## src/rtl/hazard_pkg.sv

```systemverilog
`default_nettype none
// ============================================================================
// Module      : hazard_pkg
// Description : Shared encodings for the pipeline hazard controller.
// Revision    : 1.0 - initial release
// ============================================================================
package hazard_pkg;

  localparam int REG_IDX_W = 5;

  localparam logic [REG_IDX_W-1:0] REG_X0 = 5'd0;

  typedef enum logic [1:0] {
    HZ_RUN   = 2'd0,
    HZ_STALL = 2'd1,
    HZ_FLUSH = 2'd2
  } hz_state_t;

endpackage
`default_nettype wire

```

## src/rtl/load_use_detect.sv

```systemverilog
`default_nettype none
// ============================================================================
// Module      : load_use_detect
// Description : Combinational load-use comparator between the EX and ID stages.
// Revision    : 1.0 - initial release
// ============================================================================
module load_use_detect
  import hazard_pkg::*;
(
  input  logic                 idex_memread,
  input  logic [REG_IDX_W-1:0] idex_rd,
  input  logic [REG_IDX_W-1:0] ifid_rs1,
  input  logic [REG_IDX_W-1:0] ifid_rs2,
  input  logic                 ifid_uses_rs1,
  input  logic                 ifid_uses_rs2,
  output logic                 load_use
);

  logic w_rs1_hit;
  logic w_rs2_hit;

  assign w_rs1_hit = ifid_uses_rs1 && (ifid_rs1 == idex_rd);
  assign w_rs2_hit = ifid_uses_rs2 && (ifid_rs2 == idex_rd);

  // x0 is hard-wired to zero, so a load into it never produces a dependency
  assign load_use  = idex_memread && (idex_rd != REG_X0) && (w_rs1_hit || w_rs2_hit);

endmodule
`default_nettype wire

```

## src/rtl/hazard_control_unit.sv

```systemverilog
`default_nettype none
// ============================================================================
// Module      : hazard_control_unit
// Description : Load-use stall and taken-branch flush controller for the
//               5-stage pipeline. Optional perf counters: HAZARD_PERF_CNT_EN.
// Revision    : 1.0 - initial release
// ============================================================================
module hazard_control_unit
  import hazard_pkg::*;
#(
  parameter int FLUSH_CYCLES = 1,
  parameter int CNT_W        = 32
) (
  input  logic                 clock,
  input  logic                 reset_n,
  input  logic                 idex_memread,
  input  logic [REG_IDX_W-1:0] idex_rd,
  input  logic [REG_IDX_W-1:0] ifid_rs1,
  input  logic [REG_IDX_W-1:0] ifid_rs2,
  input  logic                 ifid_uses_rs1,
  input  logic                 ifid_uses_rs2,
  input  logic                 ex_branch_taken,
  output logic                 pc_write,
  output logic                 ifid_write,
  output logic                 ifid_flush,
  output logic                 idex_flush
`ifdef HAZARD_PERF_CNT_EN
  ,
  output logic [CNT_W-1:0]     stall_cnt,
  output logic [CNT_W-1:0]     flush_cnt
`endif
);

  localparam logic [3:0] C_FLUSH_RELOAD = 4'(FLUSH_CYCLES - 1);
  localparam bit         C_MULTI_FLUSH  = (FLUSH_CYCLES > 1);

  if (FLUSH_CYCLES < 1 || FLUSH_CYCLES > 15 || CNT_W < 1) begin : g_param_check
    $error("hazard_control_unit: FLUSH_CYCLES must be 1..15 and CNT_W >= 1");
  end

  hz_state_t  r_state;
  hz_state_t  w_state_nxt;
  logic [3:0] r_fcnt;
  logic [3:0] w_fcnt_nxt;
  logic       w_load_use;

  load_use_detect u_load_use_detect (
    .idex_memread  (idex_memread),
    .idex_rd       (idex_rd),
    .ifid_rs1      (ifid_rs1),
    .ifid_rs2      (ifid_rs2),
    .ifid_uses_rs1 (ifid_uses_rs1),
    .ifid_uses_rs2 (ifid_uses_rs2),
    .load_use      (w_load_use)
  );

  always_ff @(posedge clock) begin
    if (!reset_n) begin
      r_state <= HZ_RUN;
      r_fcnt  <= 4'd0;
    end else begin
      r_state <= w_state_nxt;
      r_fcnt  <= w_fcnt_nxt;
    end
  end

  always_comb begin
    w_state_nxt = r_state;
    w_fcnt_nxt  = r_fcnt;
    pc_write    = 1'b1;
    ifid_write  = 1'b1;
    ifid_flush  = 1'b0;
    idex_flush  = 1'b0;

    if (!reset_n) begin
      // Hold fetch and fill both pipeline registers with bubbles
      pc_write    = 1'b0;
      ifid_write  = 1'b0;
      ifid_flush  = 1'b1;
      idex_flush  = 1'b1;
      w_state_nxt = HZ_RUN;
      w_fcnt_nxt  = 4'd0;
    end else begin
      case (r_state)
        HZ_RUN, HZ_STALL: begin
          if (ex_branch_taken) begin
            ifid_flush = 1'b1;
            idex_flush = 1'b1;
            if (C_MULTI_FLUSH) begin
              w_state_nxt = HZ_FLUSH;
              w_fcnt_nxt  = C_FLUSH_RELOAD;
            end else begin
              w_state_nxt = HZ_RUN;
            end
          end else if (r_state == HZ_RUN && w_load_use) begin
            pc_write    = 1'b0;
            ifid_write  = 1'b0;
            idex_flush  = 1'b1;
            w_state_nxt = HZ_STALL;
          end else begin
            w_state_nxt = HZ_RUN;
          end
        end
        HZ_FLUSH: begin
          // Instructions in ID/EX are wrong-path here, so hazards are ignored
          ifid_flush = 1'b1;
          idex_flush = 1'b1;
          w_fcnt_nxt = r_fcnt - 4'd1;
          if (r_fcnt <= 4'd1) begin
            w_state_nxt = HZ_RUN;
          end
        end
        default: begin
          w_state_nxt = HZ_RUN;
          w_fcnt_nxt  = 4'd0;
        end
      endcase
    end
  end

`ifdef HAZARD_PERF_CNT_EN
  logic             w_stall_enter;
  logic             w_branch_accept;
  logic [CNT_W-1:0] r_stall_cnt;
  logic [CNT_W-1:0] r_flush_cnt;

  assign w_stall_enter   = (r_state == HZ_RUN) && !ex_branch_taken && w_load_use;
  assign w_branch_accept = (r_state != HZ_FLUSH) && ex_branch_taken;

  always_ff @(posedge clock) begin
    if (!reset_n) begin
      r_stall_cnt <= '0;
      r_flush_cnt <= '0;
    end else begin
      if (w_stall_enter && (r_stall_cnt != {CNT_W{1'b1}})) begin
        r_stall_cnt <= r_stall_cnt + CNT_W'(1);
      end
      if (w_branch_accept && (r_flush_cnt != {CNT_W{1'b1}})) begin
        r_flush_cnt <= r_flush_cnt + CNT_W'(1);
      end
    end
  end

  assign stall_cnt = r_stall_cnt;
  assign flush_cnt = r_flush_cnt;
`endif

endmodule
`default_nettype wire
```

## config.mk

```make
export PLATFORM = sky130hd
export DESIGN_NAME = hazard_control_unit
export DESIGN_NICKNAME = d
export VERILOG_FILES = /design/src/rtl/hazard_pkg.sv /design/src/rtl/load_use_detect.sv /design/src/rtl/hazard_control_unit.sv
export SDC_FILE = /design/constraint.sdc
export NUM_CORES = 1
export LEC_CHECK = 0
export CAP_MARGIN = 15
export CELL_PAD_IN_SITES_DETAIL_PLACEMENT = 0
export CELL_PAD_IN_SITES_GLOBAL_PLACEMENT = 1
export CORE_MARGIN = 3
export CORE_UTILIZATION = 14
export DETAILED_ROUTE_END_ITERATION = 8
export GPL_TIMING_DRIVEN = 1
export PLACE_DENSITY_LB_ADDON = 0.08
export SYNTH_ARGS = -nofsm -noshare
export SYNTH_HDL_FRONTEND = slang
export SYNTH_SLANG_ARGS = --single-unit
```

## constraint.sdc

```tcl
create_clock -name clock -period 3.1 [get_ports clock]
set_input_delay 0.93 -clock clock [delete_from_list [all_inputs] [get_ports clock]]
set_output_delay 0.93 -clock clock [all_outputs]
set_load 0.02 [all_outputs]
```

Word-level counts from Yosys, hierarchy flattened
Index checks and enable logic that the tools add are counted.

Add/subtract/negate cells: 1. Order comparisons: 1. Equality and inequality tests: 5. Mux-type cells: 16. Reduce and logical (&&, ||, !) cells: 9.

Operators with widths (count): $mux W1 (11); $eq A5 B5 Y1 (2); $pmux W4 S2 (1); $logic_and A1 B1 Y1 (5); $reduce_bool A5 Y1 (1); $le A4 B1 Y1 const B (1); $pmux W1 S2 (2); $pmux W2 S2 (1); $sub A4 B1 Y4 const B (1); $eq A2 B1 Y1 const B (1); $eq A2 B2 Y1 const B (1); $logic_not A2 Y1 (1); $mux W2 (1); $ne A2 B2 Y1 const B (1); $reduce_or A2 Y1 (1); $logic_or A1 B1 Y1 (1).

Register bits after elaboration: 6. Input port bits: 21. Output and inout port bits: 4. Word-level logic and storage cells: 34.

Logic depth before layout (Yosys ltp)
Word-level depth: 9. Gate-level depth with buffers: 5. Mapped depth without buffers: 4.

Cells and area by module
A second synthesis with hierarchy kept.

Cells, all modules: 24. Area, all modules: 206.4 µm².

Modules (own cells, without submodules): load_use_detect (times used 1, cells an instance 17, area each 133.9 µm², sequential area each 0.0 µm²); hazard_control_unit (times used 1, cells an instance 7, area each 72.6 µm², sequential area each 20.0 µm²).

Worst setup path after synthesis
Ideal clock, no wire load.

Kind: input port to output port. Start: input port idex_rd[0]. End: output port pc_write. Arrival time: 2065 ps. Required time: 2170 ps. Setup slack: 105 ps. Stages: 4. Path through: or4_1 -> o21ai_2 -> o31a_1 -> buf_4.

Word-level cells in the longest chain between the ends: 9. Elaborated cells between the ends (all ways): 13. Those cells by class: 2 x eq/ne; 4 x mux; 7 x reduce/logical.

Ends and longest elaborated chain: start: declaration (line hazard_control_unit.sv:17) `input logic [REG_IDX_W-1:0] idex_rd,`; $eq A5 B5 Y1 (on tied branches) (line load_use_detect.sv:22, load_use_detect.sv:23); $logic_and A1 B1 Y1 (on tied branches) (line load_use_detect.sv:22, load_use_detect.sv:23); $logic_or A1 B1 Y1 (line load_use_detect.sv:26) `assign load_use = idex_memread && (idex_rd != REG_X0) && (w_rs1_hit || w_rs2_hit);`; $logic_and A1 B1 Y1 (*) (line load_use_detect.sv:26); $logic_and A1 B1 Y1 (*) (line hazard_control_unit.sv:95) `end else if (r_state == HZ_RUN && w_load_use) begin`; $mux W1 (*) (4 in series); end: declaration (line hazard_control_unit.sv:23) `output logic pc_write,`.

Every way passes the cells marked *; elsewhere a longest branch is shown, timed or not.

Worst setup path in the final report
Start: input port ifid_rs1[3]. End: output port ifid_write.

Word-level cells in the longest chain between the ends: 9.

Ends and longest elaborated chain: start: declaration (line hazard_control_unit.sv:18) `input logic [REG_IDX_W-1:0] ifid_rs1,`; $eq A5 B5 Y1 (line load_use_detect.sv:22) `assign w_rs1_hit = ifid_uses_rs1 && (ifid_rs1 == idex_rd);`; $logic_and A1 B1 Y1 (line load_use_detect.sv:22); $logic_or A1 B1 Y1 (line load_use_detect.sv:26); $logic_and A1 B1 Y1 (line load_use_detect.sv:26); $logic_and A1 B1 Y1 (line hazard_control_unit.sv:95); $mux W1 (line hazard_control_unit.sv:95); $mux W1 (line hazard_control_unit.sv:86) `if (ex_branch_taken) begin`; $mux W1 (line hazard_control_unit.sv:84) `case (r_state)`; $mux W1 (line hazard_control_unit.sv:75) `if (!reset_n) begin`; end: declaration (line hazard_control_unit.sv:24) `output logic ifid_write,`.

Every way passes these cells.

==> impl_metrics.env <==
export IMPL_power_internal_w=0.00004983
export IMPL_antenna_left=0
export IMPL_clk_latency_ns=0
export IMPL_worstSetupPathType="input port to output port"
export IMPL_crit_arrival_ns=2.15
export IMPL_drt_total_wl_um=685
export IMPL_drt_wirelength_per_cell_um=10.22
export IMPL_fp_dieW_um=43.70
export IMPL_reg_largest_list="r_state: 1 flops"
export IMPL_drc_errors=0
export IMPL_regArea_um2=20.02
export IMPL_rrSetupSlack_ns=2.28
export IMPL_dp_slack_ns=-0.7615
export IMPL_num_vias=272
export IMPL_rows=12
export IMPL_layout_drive_gt1_share_pct=52.83
export IMPL_final_setup_skew_ns=0
export IMPL_netSwitchingFraction_pct=32.87
export IMPL_p_leak_nw=0.2199
export IMPL_antenna_found_initial=0
export IMPL_clock_fmax_mhz=325.0
export IMPL_regMostFlops="r_state"
export IMPL_die_height_um=43.70
export IMPL_setup_viol=0
export IMPL_num_io_pins=25
export IMPL_dieArea_um2=1909
export IMPL_syn_inst=23
export IMPL_initial_utilization_pct=16.36
export IMPL_slew_headroom_pct=81.35
export IMPL_startpoint_type="input port"
export IMPL_whs_endpoint="r_state[0]"
export IMPL_period_minus_slack_ns=3.077
export IMPL_finalNetCount=76
export IMPL_synth_seq_cells=1
export IMPL_viasPerCell=4.060
export IMPL_grt_ovfl_total=0
export IMPL_p_seq_share_pct=17.8
export IMPL_worst_setup_path_end_kind="output port"
export IMPL_startpoint="ifid_rs1[3]"
export IMPL_core_um2=1216
export IMPL_grt_use_total_pct=7.346
export IMPL_portBuffers=24
export IMPL_cts_clk_slew_worst_paths_ns=0
export IMPL_grt_max_degree=4
export IMPL_diodes=0
export IMPL_status="completed"
export IMPL_fin_crit_sh_pct=99.26
export IMPL_holdPathStages=4
export IMPL_most_common_layout_cells="8 x buf_2, 7 x buf_4, 6 x xor2_1, 6 x buf_6, 5 x clkdlybuf4s50_1"
export IMPL_drv_slew=0
export IMPL_crit_fanout=2
export IMPL_hold_violations=0
export IMPL_p_sw_w=0.00002440
export IMPL_synth_warnings=0
export IMPL_power_density_nw_per_um2=148.3
export IMPL_hold_buffers=0
export IMPL_layout_cells_most_common="buf_2"
export IMPL_largest_reg_flops=1
export IMPL_synthesis_area_um2=198.9
export IMPL_worstReg2RegStart="r_state[0]"
export IMPL_hold_start="r_state[0]"
export IMPL_gp_congestion=0.6895
export IMPL_hold_class="flop to flop"
export IMPL_rsz0062_at_grt="true"
export IMPL_clockPowerShare_pct=0
export IMPL_max_cap_violations=0
export IMPL_nFillCells=123
export IMPL_drt_iter0_markers=3
export IMPL_cp_required_ns=2.17
export IMPL_grt_pass1_vias=288
export IMPL_combPwrFrac_pct=82.2
export IMPL_fin_total_pwr_w=0.00007422
export IMPL_dp_hpwl_um=579.9
export IMPL_max_vdd_ir_drop_uv=84.71
export IMPL_multi_input_area_um2=203.9
export IMPL_synthDistinctLibCells=15
export IMPL_syn2layout_area_growth_pct=151.6
export IMPL_yosysSeqAreaShare_pct=10.06
export IMPL_r2r_cells=4
export IMPL_tightestPinTransition_ns=0.2775
export IMPL_setup_ws_ns=0.02279
export IMPL_grt_pass1_wl_um=1173
export IMPL_syn_nets=44
export IMPL_regToRegEndpoint="r_state[0]"
export IMPL_postSynthAreaPerCell_um2=8.650
export IMPL_dr_pass1_iters=2
[synthesized netlist by cell type]
cell type | instances | area [um^2]
o21ai_2 | 1 | 8.760
dfxtp_1 | 1 | 20.02
nor4_1 | 1 | 6.260
and2_0 | 1 | 6.260
o21bai_1 | 1 | 7.510
buf_4 | 1 | 7.510
nor4_2 | 1 | 12.51
nor3_1 | 1 | 5.000
nor2b_1 | 1 | 6.260
xor2_1 | 8 | 70.07
or4_1 | 1 | 7.510
xnor2_1 | 2 | 17.52
o31a_1 | 1 | 8.760
a32oi_1 | 1 | 8.760
nand2b_1 | 1 | 6.260
[worst max-delay path by stage]
stage	endpoint	depth (start not counted)
after global routing	ifid_write	6
after global placement	pc_write	6
after detailed placement	ifid_write	6
after CTS	ifid_write	6
after floorplan	pc_write	4
final	ifid_write	6
[cells by family (layout without fill, tap and decap cells)]
family | count (synthesis) | in the layout | share of synthesized area, %
AO/OA/AOI/OAI | 4 | 4 | 16.98
XOR/XNOR | 10 | 10 | 44.03
buffers and inverters | 1 | 31 | 3.775
flip-flops | 1 | 1 | 10.06
AND/OR/NAND/NOR | 7 | 7 | 25.16
[routing by layer]
| metal | part of all wire (%) | up-vias | GRT usage, % |
|---|---|---|---|
| met1 | 41 | 113 | 11.17 |
| li1 | - | 142 | - |
| met2 | 46 | 17 | 11.63 |
| met4 | 0 | 0 | 0 |
| met5 | 0 | - | 0 |
| met3 | 13 | 0 | 0.8299 |
[critical path: stages]
cell and delay (ns):
buf_6 0.09, xor2_2 0.16, nor4_2 0.31, a32oi_2 0.17, o31a_1 0.33, buf_6 0.14
[layout make-up]
class	count	area share, %
flip-flops and latches	1	4.000
well taps	14	3.500
multi-input cells	21	40.75
repair buffers	31	51.75
[power groups by stage]
| stage | Sequential [W] | Combinational, W | Clock (W) |
|---|---|---|---|
| 3_3_place_gp | 0.0000132 | 0.0000611 | 0 |
| 2_1_floorplan | 0.0000132 | 0.0000205 | 0 |
| 3_5_place_dp | 0.0000132 | 0.0000612 | 0 |
| 6_report | 0.0000132 | 0.0000610 | 0 |
| 4_1_cts | 0.0000132 | 0.0000596 | 0 |
| 5_1_grt | 0.0000132 | 0.0000656 | 0 |
[through the flow]
step                area, um^2  instances  hold slack [ns]  utilization [%]  setup TNS (ns)
global placement         486.7         65           0.5848            40.02          -2.068
CTS                      481.7         67           0.5876            39.61               0
floorplan                198.9         23           0.4775                -               0
finish                   500.5         67           0.5851            41.15               0
global route             500.5         67           0.6438            41.15        -0.05761
detailed placement       486.7         65           0.5879            40.02          -2.207
[repair_timing]
action,in CTS,in global routing
setup buffers,2,0
gates cloned,0,0
endpoints found under the hold margin,0,0
pin swaps,13,5
resized for setup,70,8
endpoints found under the setup margin,3,4
(Power assumes the default switching activity.)
